==> config.mk <==
export PLATFORM = sky130hd
export DESIGN_NAME = gps_round_sched
export DESIGN_NICKNAME = d
export VERILOG_FILES = /design/src/rtl/gps_round_sched.sv
export SDC_FILE = /design/constraint.sdc
export NUM_CORES = 1
export LEC_CHECK = 0
export ABC_CLOCK_PERIOD_IN_PS = 6600
export CORE_AREA = 2 2 226 228
export CTS_CLUSTER_SIZE = 40
export DETAILED_ROUTE_END_ITERATION = 12
export DIE_AREA = 0 0 228 230
export SYNTH_ARGS = -nofsm -noshare
export SYNTH_HDL_FRONTEND = slang
export SYNTH_SLANG_ARGS = --single-unit
==> constraint.sdc <==
create_clock -name sys_clk_50 -period 6.6 [get_ports sys_clk_50]
set_input_delay 1.32 -clock sys_clk_50 [delete_from_list [all_inputs] [get_ports sys_clk_50]]
set_output_delay 1.32 -clock sys_clk_50 [all_outputs]
set_load 0.02 [all_outputs]
==> src/rtl/gps_round_sched.sv <==
// Round sequencer for the gps code generator: walks an SV slot table, one round in flight, results on valid/ready.
// Optional WAIT watchdog enabled by defining GPS_SCHED_TIMEOUT_EN.
module gps_round_sched #(
  parameter int NUM_SLOTS   = 8,
  parameter int START_HOLD  = 4,
  parameter int GAP_CYCLES  = 8,
  parameter int TIMEOUT_CYC = 4096
) (
  input  logic                          sys_clk_50,
  input  logic                          sync_rst_in,
  input  logic                          cfg_we,
  input  logic [$clog2(NUM_SLOTS)-1:0]  cfg_slot,
  input  logic [5:0]                    cfg_sv,
  input  logic [NUM_SLOTS-1:0]          cfg_mask,
  input  logic                          run,
  output logic [5:0]                    sv_num,
  output logic                          startRound,
  input  logic [12:0]                   ca_code_in,
  input  logic [127:0]                  p_code_in,
  input  logic [127:0]                  l_code_in,
  input  logic                          l_code_valid,
  output logic                          res_valid,
  input  logic                          res_ready,
  output logic [$clog2(NUM_SLOTS)-1:0]  res_slot,
  output logic [5:0]                    res_sv,
  output logic [12:0]                   res_ca,
  output logic [127:0]                  res_p,
  output logic [127:0]                  res_l,
  output logic                          busy,
  output logic                          done,
  output logic                          cfg_err,
  output logic                          timeout_err
);

  localparam int SW   = $clog2(NUM_SLOTS);
  localparam int HMAX = (START_HOLD > GAP_CYCLES) ? START_HOLD : GAP_CYCLES;
  localparam int CW   = $clog2(HMAX + 1);

  typedef enum logic [2:0] {
    S_IDLE, S_SELECT, S_START, S_WAIT, S_CAPTURE, S_GAP
  } state_t;

  state_t               state_q;
  logic [5:0]           table_q [NUM_SLOTS];
  logic [NUM_SLOTS-1:0] mask_q;
  logic [SW:0]          ptr_q;
  logic [CW-1:0]        cnt_q;
  logic [5:0]           sv_num_q;
  logic                 start_q;
  logic                 res_valid_q;
  logic [SW-1:0]        res_slot_q;
  logic [5:0]           res_sv_q;
  logic [12:0]          res_ca_q;
  logic [127:0]         res_p_q;
  logic [127:0]         res_l_q;
  logic                 busy_q;
  logic                 done_q;
  logic                 cfg_err_q;

  logic                 sel_found_d;
  logic [SW-1:0]        sel_idx_d;

`ifdef GPS_SCHED_TIMEOUT_EN
  localparam int TW = $clog2(TIMEOUT_CYC + 1);
  logic [TW-1:0]        wcnt_q;
  logic                 timeout_err_q;
  assign timeout_err = timeout_err_q;
`else
  localparam int timeout_cyc_unused = TIMEOUT_CYC;
  assign timeout_err = 1'b0;
`endif

  // Lowest enabled slot at or above the pointer; a wrapped pointer (MSB set) finds nothing.
  always_comb begin
    sel_found_d = 1'b0;
    sel_idx_d   = '0;
    for (int i = NUM_SLOTS - 1; i >= 0; i--) begin
      if (mask_q[i] && ((SW+1)'(i) >= ptr_q)) begin
        sel_found_d = 1'b1;
        sel_idx_d   = SW'(i);
      end
    end
  end

  always_ff @(posedge sys_clk_50) begin
    if (sync_rst_in) begin
      state_q     <= S_IDLE;
      for (int i = 0; i < NUM_SLOTS; i++) table_q[i] <= '0;
      mask_q      <= '0;
      ptr_q       <= '0;
      cnt_q       <= '0;
      sv_num_q    <= '0;
      start_q     <= 1'b0;
      res_valid_q <= 1'b0;
      res_slot_q  <= '0;
      res_sv_q    <= '0;
      res_ca_q    <= '0;
      res_p_q     <= '0;
      res_l_q     <= '0;
      busy_q      <= 1'b0;
      done_q      <= 1'b0;
      cfg_err_q   <= 1'b0;
`ifdef GPS_SCHED_TIMEOUT_EN
      wcnt_q        <= '0;
      timeout_err_q <= 1'b0;
`endif
    end else begin
      done_q    <= 1'b0;
      cfg_err_q <= 1'b0;
      if (cfg_we) begin
        if (state_q == S_IDLE) table_q[cfg_slot] <= cfg_sv;
        else                   cfg_err_q <= 1'b1;
      end
      case (state_q)
        S_IDLE: begin
          busy_q <= 1'b0;
          if (run) begin
            mask_q  <= cfg_mask;
            ptr_q   <= '0;
            busy_q  <= 1'b1;
            state_q <= S_SELECT;
`ifdef GPS_SCHED_TIMEOUT_EN
            timeout_err_q <= 1'b0;
`endif
          end
        end
        S_SELECT: begin
          if (sel_found_d) begin
            sv_num_q <= table_q[sel_idx_d];
            ptr_q    <= {1'b0, sel_idx_d};
            start_q  <= 1'b1;
            cnt_q    <= '0;
            state_q  <= S_START;
          end else begin
            // busy stays high through the done cycle and drops on the next IDLE cycle
            done_q  <= 1'b1;
            state_q <= S_IDLE;
          end
        end
        S_START: begin
          if (cnt_q == CW'(START_HOLD - 1)) begin
            start_q <= 1'b0;
            cnt_q   <= '0;
            state_q <= S_WAIT;
`ifdef GPS_SCHED_TIMEOUT_EN
            wcnt_q  <= '0;
`endif
          end else begin
            cnt_q <= cnt_q + CW'(1);
          end
        end
        S_WAIT: begin
          if (l_code_valid) begin
            res_ca_q    <= ca_code_in;
            res_p_q     <= p_code_in;
            res_l_q     <= l_code_in;
            res_slot_q  <= ptr_q[SW-1:0];
            res_sv_q    <= sv_num_q;
            res_valid_q <= 1'b1;
            state_q     <= S_CAPTURE;
          end
`ifdef GPS_SCHED_TIMEOUT_EN
          else if (wcnt_q == TW'(TIMEOUT_CYC - 1)) begin
            timeout_err_q <= 1'b1;
            ptr_q         <= ptr_q + (SW+1)'(1);
            cnt_q         <= '0;
            state_q       <= S_GAP;
          end else begin
            wcnt_q <= wcnt_q + TW'(1);
          end
`endif
        end
        S_CAPTURE: begin
          if (res_ready) begin
            res_valid_q <= 1'b0;
            ptr_q       <= ptr_q + (SW+1)'(1);
            cnt_q       <= '0;
            state_q     <= S_GAP;
          end
        end
        S_GAP: begin
          if (cnt_q == CW'(GAP_CYCLES - 1)) begin
            cnt_q   <= '0;
            state_q <= S_SELECT;
          end else begin
            cnt_q <= cnt_q + CW'(1);
          end
        end
        default: state_q <= S_IDLE;
      endcase
    end
  end

  assign sv_num     = sv_num_q;
  assign startRound = start_q;
  assign res_valid  = res_valid_q;
  assign res_slot   = res_slot_q;
  assign res_sv     = res_sv_q;
  assign res_ca     = res_ca_q;
  assign res_p      = res_p_q;
  assign res_l      = res_l_q;
  assign busy       = busy_q;
  assign done       = done_q;
  assign cfg_err    = cfg_err_q;

endmodule
==> summary.txt, run 1 <==
=====================================================================================
Area Overhead vs Synth                                                          56.9%
Cell variety after synth                                                           51
Final routed DRC violation total                                                    0
Total setup violations reported at the end of the flow                              0
Placement-stage worst setup slack                                             2.85 ns
Syn nets                                                                         1906
Min setup slack post-route                                                    3.39 ns
Max rail drop VDD                                                          0.000184 V
Number of nets in the layout                                                     2424
Worst setup SP type                                                          register
Clk Latency, worst-skew pair                                                  0.54 ns
Ys Warns                                                                            0
P per Cell Area                                                            287 mW/mm2
Antenna violations before repair                                                    7
Avg Cell Area, Syn                                                           8.30 um2
WS Path Type                                                             register to register
CTS resizes                                                                         0
Total buffers and inverters traversed by the critical path                          0
Final worst clock skew                                                      0.0144 ns
Slew at the pin closest to its max-slew limit                                 1.12 ns
Result of the run                                                        finished, final reports clean
Initial standard-cell utilization of the core                                   26.8%
Maximum number of pins on one net before global-route repair                      173
Wire length of the first global-routing pass                                 72400 um
Total placed instance area                                                 0.0197 mm2
Post-route cell area                                                       0.0210 mm2
Worst path arrival time                                                       3.68 ns
Category of the worst setup path capture point                               register
Post-CTS Repair Setup Buffers                                                       0
Leading cell type in the layout, fill and taps excluded                  sky130_fd_sc_hd__nand2_1
Post-synthesis async set-or-reset flop share                                       0%
Initial drt markers                                                               955
Critical-path top delay cell                                             sky130_fd_sc_hd__a21oi_1
Number of clock sinks                                                             356
Fraction of post-synthesis cell area in the top cell type by area               46.2%
Largest stage delay on the critical path                                      0.91 ns
Post-layout min period                                                        3.21 ns
Worst-path cell chain                                                    or2_1, a21oi_1, o41ai_1, a221o_1, or4_1, a21oi_1
TritonCTS buffer count                                                             41
Static Leak                                                                0.00708 uW
Chip Width                                                                     228 um
Tcrit/Tclk final                                                                48.7%
Cell chosen for the clock root                                           sky130_fd_sc_hd__clkbuf_16
Average via count per standard cell                                              4.56
Post-synthesis sequential element count                                           356
Count of pins over their slew limit                                                 0
Top post-synthesis cells by area                                         sky130_fd_sc_hd__dfxtp_1, sky130_fd_sc_hd__nand2_1, sky130_fd_sc_hd__a21oi_1
Total Wirelength                                                             48500 um
Relative slew margins                                                           25.0%
Last weighted congestion value of the routability-driven placer                 0.837
Number of enable flip-flop cells after synthesis                                   48
Sum Neg Setup Slack                                                              0 ns
Area of the core region                                                    0.0499 mm2
Per-cell routed wire length                                                   17.1 um
Number of nets still failing antenna checks after routing                           0
Most frequent cells in the layout                                        sky130_fd_sc_hd__nand2_1, sky130_fd_sc_hd__clkdlybuf4s50_1, sky130_fd_sc_hd__dfxtp_1
Area leader, netlist                                                     sky130_fd_sc_hd__dfxtp_1
Max H-tree Level                                                                    2
Hold_buf cts                                                                        0
Die area                                                                   0.0524 mm2
Number of global-route vias before repair                                       12223
Total congestion overflow after global routing                                      0
GRT Overall Usage                                                               17.6%
Number of buffers inserted by port buffering                                      580
Number of placement rows                                                           82
Fmax                                                                          311 MHz
Final Total Pwr                                                               6010 uW
CP dominant cell by count                                                sky130_fd_sc_hd__a21oi_1
Maximum count of clock buffers along a single path                                  3
Number of instances in the synthesized netlist                                   1609
Clock tree from TritonCTS                                                        done
Largest delay contributor family on the critical path                    compound AO/OA/AOI/OAI gates
Count of maximum capacitance violations                                             0
Fraction of layout instances using a drive strength above 1                     3.62%
Cell area after synthesis                                                  0.0134 mm2
Chip Height                                                                    230 um
Total via count in the routed design                                            12902
CP Max Fanout                                                                      15
Final Hold Vio Count                                                                0
Clock-pin slew of the registers on the worst-case setup and hold paths        0.05 ns
Pre-antenna DRT Iters                                                               5
Path type of the worst min-delay path                                    register to register
Dominant synthesized flop cell                                           sky130_fd_sc_hd__dfxtp_1
Ports placed on the boundary                                                      582
Post-DP HPWL                                                                 34700 um
Final design utilization                                                        42.0%
Unrepaired setup endpoints after global routing                                    no
Share of synthesized area occupied by flip-flops and latches                    57.0%
Req. time, crit path                                                          7.06 ns
=====================================================================================
[cell type report]
type	instances	area, um2
clock inverters	8	73.8
flip-flops and latches	356	7610
fillers	4961	28900
clock buffers	61	1180
multi-input cells	1124	5260
inverters	15	56.3
repair buffers	589	5930
diodes	3	7.51
well taps	672	841
[registers in the layout, summed over array words and instances, names as in the netlist]
| signal | cells |
|---|---|
| cnt_q | 4 |
| cfg_err | 1 |
| done | 1 |
| res_ca | 13 |
| res_slot | 3 |
| state_q | 3 |
| res_sv | 6 |
| res_valid | 1 |
| busy | 1 |
| startRound | 1 |
| ptr_q | 4 |
| table_q | 48 |
| mask_q | 8 |
| res_p | 128 |
| res_l | 128 |
| sv_num | 6 |
[routing by layer]
layer  global-route usage [%]  up-vias  wire [um]  share of wire (%)
met5                        0        -         57               0.12
met4                     7.62        8       1710                3.5
met3                     5.10       99       3700                7.6
met2                     30.2      442      23600                 49
met1                     20.4     5990      19400                 40
li1                         -     6363          -                  -
[synth_stat cells (all sizes together), types with 4 or more instances]
cell    instances
nand2         587
dfxtp         308
a21oi         299
clkbuf        109
and2           49
edfxtp         48
nor2           38
inv            15
o22ai          15
nor4           14
o21ai          14
mux2i          12
a31oi          11
nor3            8
a32o            7
nand2b          7
nand3           7
or3             6
buf             5
ha              5
nor2b           4
[worst register-to-register path: cells and delay by family, from the launching register on]
family,cells,cell delay [ns]
AOI/OAI and AO/OA,4,1.68
DFF,1,0.41
and+or+nand+nor,2,1.04
[power breakdown]
group,total (uW),switching (uW),internal [uW]
sequential,2460,114,2340
clock,2150,879,1270
combinational,1400,788,614
total,6010,1780,4220
[logic make-up (layout without fill, tap and decap cells)]
logic type      count (synthesis)  in the layout  share of synthesized area [%]
simple gates                  739            739                           23.1
buf+inv                       129            673                           3.74
fa+ha+maj                       5              5                          0.469
flops                         356            356                           57.0
mux                            14             14                           1.07
compound gates                365            365                           14.7
other cells                     1              4                         0.0281
[stage by stage]
| step | hold WS, ns | std cells |
|---|---|---|
| after global routing | 0.465 | 2828 |
| after global placement | 0.441 | 2756 |
| after detailed placement | 0.446 | 2756 |
| after floorplan | 0.437 | 1609 |
| after CTS | 0.453 | 2825 |
| final | 0.449 | 2828 |
[worst paths after layout]
path                    from  slack, ns  depth (start not counted)         end
setup / recovery    ptr_q[2]       3.39                          6    ptr_q[3]
hold / removal    res_l[127]       0.45                          2  res_l[127]
setup reg to reg    ptr_q[2]       3.39                          6    ptr_q[3]
hold reg to reg   res_l[127]       0.45                          2  res_l[127]
(Power assumes the default switching activity.)
==> run 2, diff against run 1 <==
==> config.mk (replaced) <==
export PLATFORM = sky130hd
export DESIGN_NAME = gps_round_sched
export DESIGN_NICKNAME = d
export VERILOG_FILES = /design/src/rtl/gps_round_sched.sv
export SDC_FILE = /design/constraint.sdc
export NUM_CORES = 1
export LEC_CHECK = 0
export ABC_CLOCK_PERIOD_IN_PS = 3200
export CORE_AREA = 2 2 229 231
export CTS_CLUSTER_SIZE = 40
export DETAILED_ROUTE_END_ITERATION = 12
export DIE_AREA = 0 0 231 233
export SYNTH_ARGS = -nofsm -noshare
export SYNTH_HDL_FRONTEND = slang
export SYNTH_SLANG_ARGS = --single-unit
==> constraint.sdc (replaced) <==
create_clock -name sys_clk_50 -period 3.2 [get_ports sys_clk_50]
set_input_delay 0.64 -clock sys_clk_50 [delete_from_list [all_inputs] [get_ports sys_clk_50]]
set_output_delay 0.64 -clock sys_clk_50 [all_outputs]
set_load 0.02 [all_outputs]
==> run 2 against run 1 <==
- clock power rose by 110%
- clock skew rose by 0.0037 ns
- worst setup slack got worse by 2.9 ns
- global-route usage fell by 0.73 points
- non-clock buffer count rose by 18
- power rose by 110%
- sequential cell count did not move
- first-iteration DRC count fell by 29%
- sequential share of layout area fell by 0.45 points
- largest cell class unchanged
==> summary.txt, run 2 (same netlist as run 1, synthesis figures left out) <==
=====================================================================================
Result of the run                                                        finished, final reports clean
Antenna diodes                                                                      0   -3
Die area                                                                   0.0538 mm2   +2.6%
Hold_buf cts                                                                        0   unchanged
Fraction of layout instances using a drive strength above 1                     4.68%   +1.1 points
Worst setup SP type                                                          register
Worst-path cell chain                                                    inv_1, ha_1, nor3b_1, nor3_4, nor4_1, o221ai_1, mux2_2, nor2_1
Maximum count of clock buffers along a single path                                  3   unchanged
Ports placed on the boundary                                                      582   unchanged
Count of maximum capacitance violations                                             0   unchanged
Post-DP HPWL                                                                 34900 um   +0.69%
Total Wirelength                                                             48300 um   -0.33%
Number of clock sinks                                                             356   unchanged
CP Max Fanout                                                                       7   -8
WS Path Type                                                             register to register
Wire length of the first global-routing pass                                 71700 um   -1.0%
Total via count in the routed design                                            13012   +0.85%
Chip Width                                                                     231 um   +1.3%
Clk Latency, worst-skew pair                                                  0.56 ns   +0.02 ns
Number of global-route vias before repair                                       12357   +1.1%
Final design utilization                                                        41.5%   -0.50 points
Relative slew margins                                                           31.5%   +6.5 points
TritonCTS buffer count                                                             43   +4.9%
Maximum number of pins on one net before global-route repair                      183   +5.8%
Final worst clock skew                                                      0.0181 ns   +0.00374 ns
Largest stage delay on the critical path                                      0.54 ns   -0.37 ns
Initial drt markers                                                               682   -29%
Most frequent cells in the layout                                        sky130_fd_sc_hd__nand2_1, sky130_fd_sc_hd__clkdlybuf4s50_1, sky130_fd_sc_hd__dfxtp_1
Final Hold Vio Count                                                                0   unchanged
Count of pins over their slew limit                                                 0   unchanged
Post-layout min period                                                        2.75 ns   -0.459 ns
Unrepaired setup endpoints after global routing                                    no
GRT Overall Usage                                                               16.9%   -0.73 points
Last weighted congestion value of the routability-driven placer                 0.877   +4.8%
Number of nets in the layout                                                     2444   +0.83%
Total setup violations reported at the end of the flow                              0   unchanged
Number of buffers inserted by port buffering                                      580   unchanged
P per Cell Area                                                            594 mW/mm2   +110%
Total congestion overflow after global routing                                      0   unchanged
Area Overhead vs Synth                                                          58.9%
Leading cell type in the layout, fill and taps excluded                  sky130_fd_sc_hd__nand2_1
Clock-pin slew of the registers on the worst-case setup and hold paths        0.06 ns   about the same
Final Total Pwr                                                              12600 uW   +110%
Initial standard-cell utilization of the core                                   26.1%   -0.65 points
Fmax                                                                          363 MHz   +17%
Cell chosen for the clock root                                           sky130_fd_sc_hd__clkbuf_16
Number of nets still failing antenna checks after routing                           0   unchanged
Path type of the worst min-delay path                                    primary input to register
Per-cell routed wire length                                                   16.9 um   -1.4%
Antenna violations before repair                                                    1   -6
Max H-tree Level                                                                    2   unchanged
Worst path arrival time                                                       3.24 ns   -0.44 ns
CTS resizes                                                                         0   unchanged
Number of placement rows                                                           83   +1.2%
Sum Neg Setup Slack                                                              0 ns   unchanged
Max rail drop VDD                                                          0.000357 V   +94%
Final routed DRC violation total                                                    0   unchanged
Chip Height                                                                    233 um   +1.3%
Area of the core region                                                    0.0511 mm2   +2.5%
Clock tree from TritonCTS                                                        done
Post-CTS Repair Setup Buffers                                                       0   unchanged
Static Leak                                                                0.00722 uW   +2.0%
Pre-antenna DRT Iters                                                               5   unchanged
Critical-path top delay cell                                             sky130_fd_sc_hd__nor4_1
Tcrit/Tclk final                                                                86.0%   +37 points
Slew at the pin closest to its max-slew limit                                 1.03 ns   -0.0975 ns
Average via count per standard cell                                              4.55   -0.24%
Req. time, crit path                                                          3.69 ns   -3.37 ns
Category of the worst setup path capture point                               register
=====================================================================================
-- run 2: cell types whose count changed in the layout (fill, tap and decap cells not counted), sizes merged --
| cell | before | now |
|---|---|---|
| buf | 10 | 28 |
| diode | 3 | 0 |
| clkinv | 4 | 10 |
| bufinv | 1 | 0 |
| clkbuf | 61 | 62 |
| inv | 16 | 18 |
-- run 2: final cells by class --
type                       instances  area [um2]
tap                              680         851
clock buffer                      62        1220
inverter                          15        56.3
multi-input combinational       1124        5260
clock inverter                    15         109
sequential                       356        7610
fill                            5126       29900
timing repair buffer             607        6110
-- run 2: path summary, 6_finish.rpt --
check,slack (ns),from,cells past startpoint,to
max,0.45,ptr_q[0],8,cnt_q[0]
min,0.41,sync_rst_in,2,res_p[7]
max reg2reg,0.45,ptr_q[0],8,cnt_q[0]
min reg2reg,0.45,res_ca[6],2,res_ca[6]
-- run 2: power breakdown --
part	internal, uW	switching, uW	leakage (uW)
Clock	2660	1920	0.000651
Combinational	1330	1630	0.00358
Sequential	4830	227	0.00298
Total	8830	3780	0.00722
-- run 2: metrics by stage --
step | area, um2 | hold slack, ns | worst slack, ns | cells
after detailed placement | 19900 | 0.445 | 0.486 | 2782
final | 21200 | 0.414 | 0.447 | 2859
after global routing | 21200 | 0.388 | 0.237 | 2859
after global placement | 19900 | 0.441 | 0.557 | 2782
after floorplan | 13400 | 0.437 | 0.814 | 1609
after CTS | 21200 | 0.370 | 0.453 | 2859
-- run 2: per-layer routing --
metal / track usage, % / part of all wire (%) / vias up
met3: 4.57 / 7.6 / 96
li1: - / - / 6410
met2: 28.4 / 49 / 443
met4: 5.97 / 2.9 / 2
met1: 20.6 / 41 / 6061
met5: 0 / 0.025 / -
-- run 2: worst max-delay path: cells and delay by family, from the launching register on --
kind / cells / cell delay [ns]
mux: 1 / 0.33
buf+inv: 1 / 0.11
fa+ha+maj: 1 / 0.24
simple gates: 4 / 1.27
flops: 1 / 0.42
compound gates: 1 / 0.31
==> run 3, diff against run 2 <==
--- a/config.mk
+++ b/config.mk
@@ -7,7 +7,6 @@
 export LEC_CHECK = 0
 export ABC_CLOCK_PERIOD_IN_PS = 3200
 export CORE_AREA = 2 2 229 231
-export CTS_CLUSTER_SIZE = 40
 export DETAILED_ROUTE_END_ITERATION = 12
 export DIE_AREA = 0 0 231 233
 export SYNTH_ARGS = -nofsm -noshare
==> run 3 against run 2 <==
- highest routed layer unchanged
- wire length barely moved
- largest cell class unchanged
- largest power group unchanged
- die area did not move
- maximum frequency rose by 0.43%
- register-to-register slack barely moved
- critical path type unchanged
==> summary.txt, run 3 (same netlist as run 1, synthesis figures left out) <==
=====================================================================================
Result of the run                                                        finished, final reports clean
Count of pins over their slew limit                                                 0   unchanged
Number of placement rows                                                           83   unchanged
Number of nets still failing antenna checks after routing                           0   unchanged
Average via count per standard cell                                              4.54   -0.32%
Maximum count of clock buffers along a single path                                  3   unchanged
Wire length of the first global-routing pass                                 71800 um   about the same
Max rail drop VDD                                                          0.000378 V   +5.9%
Area Overhead vs Synth                                                          58.9%   about the same
Count of maximum capacitance violations                                             0   unchanged
Final worst clock skew                                                      0.0222 ns   +0.00412 ns
Total setup violations reported at the end of the flow                              0   unchanged
Maximum number of pins on one net before global-route repair                      183   unchanged
Post-DP HPWL                                                                 34900 um   unchanged
Antenna violations before repair                                                    1   unchanged
Chip Width                                                                     231 um   unchanged
Cell chosen for the clock root                                           sky130_fd_sc_hd__clkbuf_16
Path type of the worst min-delay path                                    primary input to register
Hold_buf cts                                                                        0   unchanged
Req. time, crit path                                                          3.64 ns   -0.05 ns
Clk Latency, worst-skew pair                                                  0.56 ns   about the same
Pre-antenna DRT Iters                                                               5   unchanged
Leading cell type in the layout, fill and taps excluded                  sky130_fd_sc_hd__nand2_1
Placed instance count                                                            2782   unchanged
Final routed DRC violation total                                                    0   unchanged
Clock tree from TritonCTS                                                        done
Die area                                                                   0.0538 mm2   unchanged
CP Max Fanout                                                                      10   +3
Static Leak                                                                0.00721 uW   about the same
Sum Neg Setup Slack                                                              0 ns   unchanged
Fraction of layout instances using a drive strength above 1                     4.55%   -0.13 points
TritonCTS buffer count                                                             42   -2.3%
Clock-pin slew of the registers on the worst-case setup and hold paths        0.06 ns   about the same
Relative slew margins                                                           31.5%   about the same
Number of clock sinks                                                             356   unchanged
Worst path arrival time                                                       3.19 ns   -0.05 ns
Placement-stage worst setup slack                                            0.486 ns   unchanged
Area of the core region                                                    0.0511 mm2   unchanged
Number of nets in the layout                                                     2443   -0.041%
Most frequent cells in the layout                                        sky130_fd_sc_hd__nand2_1, sky130_fd_sc_hd__clkdlybuf4s50_1, sky130_fd_sc_hd__dfxtp_1
Non-filler cells in the finished layout                                          2857   -0.070%
Initial standard-cell utilization of the core                                   26.1%   unchanged
Per-cell routed wire length                                                   16.9 um   about the same
Final design utilization                                                        41.5%   about the same
Number of global-route vias before repair                                       12318   -0.32%
Worst setup SP type                                                          register
Final Hold Vio Count                                                                0   unchanged
Slew at the pin closest to its max-slew limit                                 1.03 ns   -0.000206 ns
WS Path Type                                                             register to register
Max H-tree Level                                                                    2   unchanged
Antenna diodes                                                                      0   unchanged
Category of the worst setup path capture point                               register
Initial drt markers                                                               713   +4.5%
Chip Height                                                                    233 um   unchanged
Post-layout min period                                                        2.74 ns   -0.0118 ns
Last weighted congestion value of the routability-driven placer                 0.877   unchanged
Unrepaired setup endpoints after global routing                                    no
P per Cell Area                                                            595 mW/mm2   about the same
Number of buffers inserted by port buffering                                      580   unchanged
Ports placed on the boundary                                                      582   unchanged
CTS resizes                                                                         0   unchanged
Post-CTS Repair Setup Buffers                                                       0   unchanged
Total Wirelength                                                             48300 um   about the same
Tcrit/Tclk final                                                                85.7%   -0.37 points
Min setup slack post-route                                                   0.459 ns   +0.0118 ns
Total via count in the routed design                                            12961   -0.39%
Total congestion overflow after global routing                                      0   unchanged
GRT Overall Usage                                                               16.9%   +0.025 points
Fmax                                                                          365 MHz   +0.43%
=====================================================================================
-- run 3: area by class of cell --
class	instances	area (um2)
clock buffer	62	1200
clock inverter	13	121
fill	5119	29900
inverter	15	56.3
multi-input combinational	1124	5260
sequential	356	7610
tap	680	851
timing repair buffer	607	6110
-- run 3: routing by layer --
metal	up-vias	wire, um	track usage (%)
met4	2	1270	5.50
met2	428	23600	28.5
li1	6416	-	-
met5	-	12	0
met3	81	3640	4.82
met1	6034	19800	20.6
-- run 3: path summary, 6_finish.rpt --
kind | depth (start not counted) | slack [ns] | to | startpoint
max | 8 | 0.46 | sv_num[1] | ptr_q[0]
min | 2 | 0.41 | res_p[5] | sync_rst_in
max reg2reg | 8 | 0.46 | sv_num[1] | ptr_q[0]
min reg2reg | 2 | 0.45 | res_ca[6] | res_ca[6]
-- run 3: power breakdown --
group	leakage, uW	internal, uW	switching (uW)	total, uW
clock	0.000648	2680	1900	4590
sequential	0.00298	4830	226	5060
combinational	0.00358	1330	1630	2970
-- run 3: per-stage QoR --
stage	hold slack [ns]	power, uW	cell area [um2]
2_1_floorplan	0.437	6760	13400
3_3_place_gp	0.441	8070	19900
3_5_place_dp	0.445	8110	19900
4_1_cts	0.364	12800	21200
5_1_grt	0.386	13200	21200
6_report	0.406	12600	21200
-- run 3: worst max-delay path, stage by stage, from the launching register on --
cell	delay, ns
sky130_fd_sc_hd__dfxtp_1	0.42
sky130_fd_sc_hd__inv_1	0.11
sky130_fd_sc_hd__ha_1	0.24
sky130_fd_sc_hd__nor3b_1	0.52
sky130_fd_sc_hd__or3_1	0.27
sky130_fd_sc_hd__nand4_1	0.36
sky130_fd_sc_hd__o22ai_1	0.33
sky130_fd_sc_hd__mux2i_1	0.12
sky130_fd_sc_hd__a32o_1	0.26
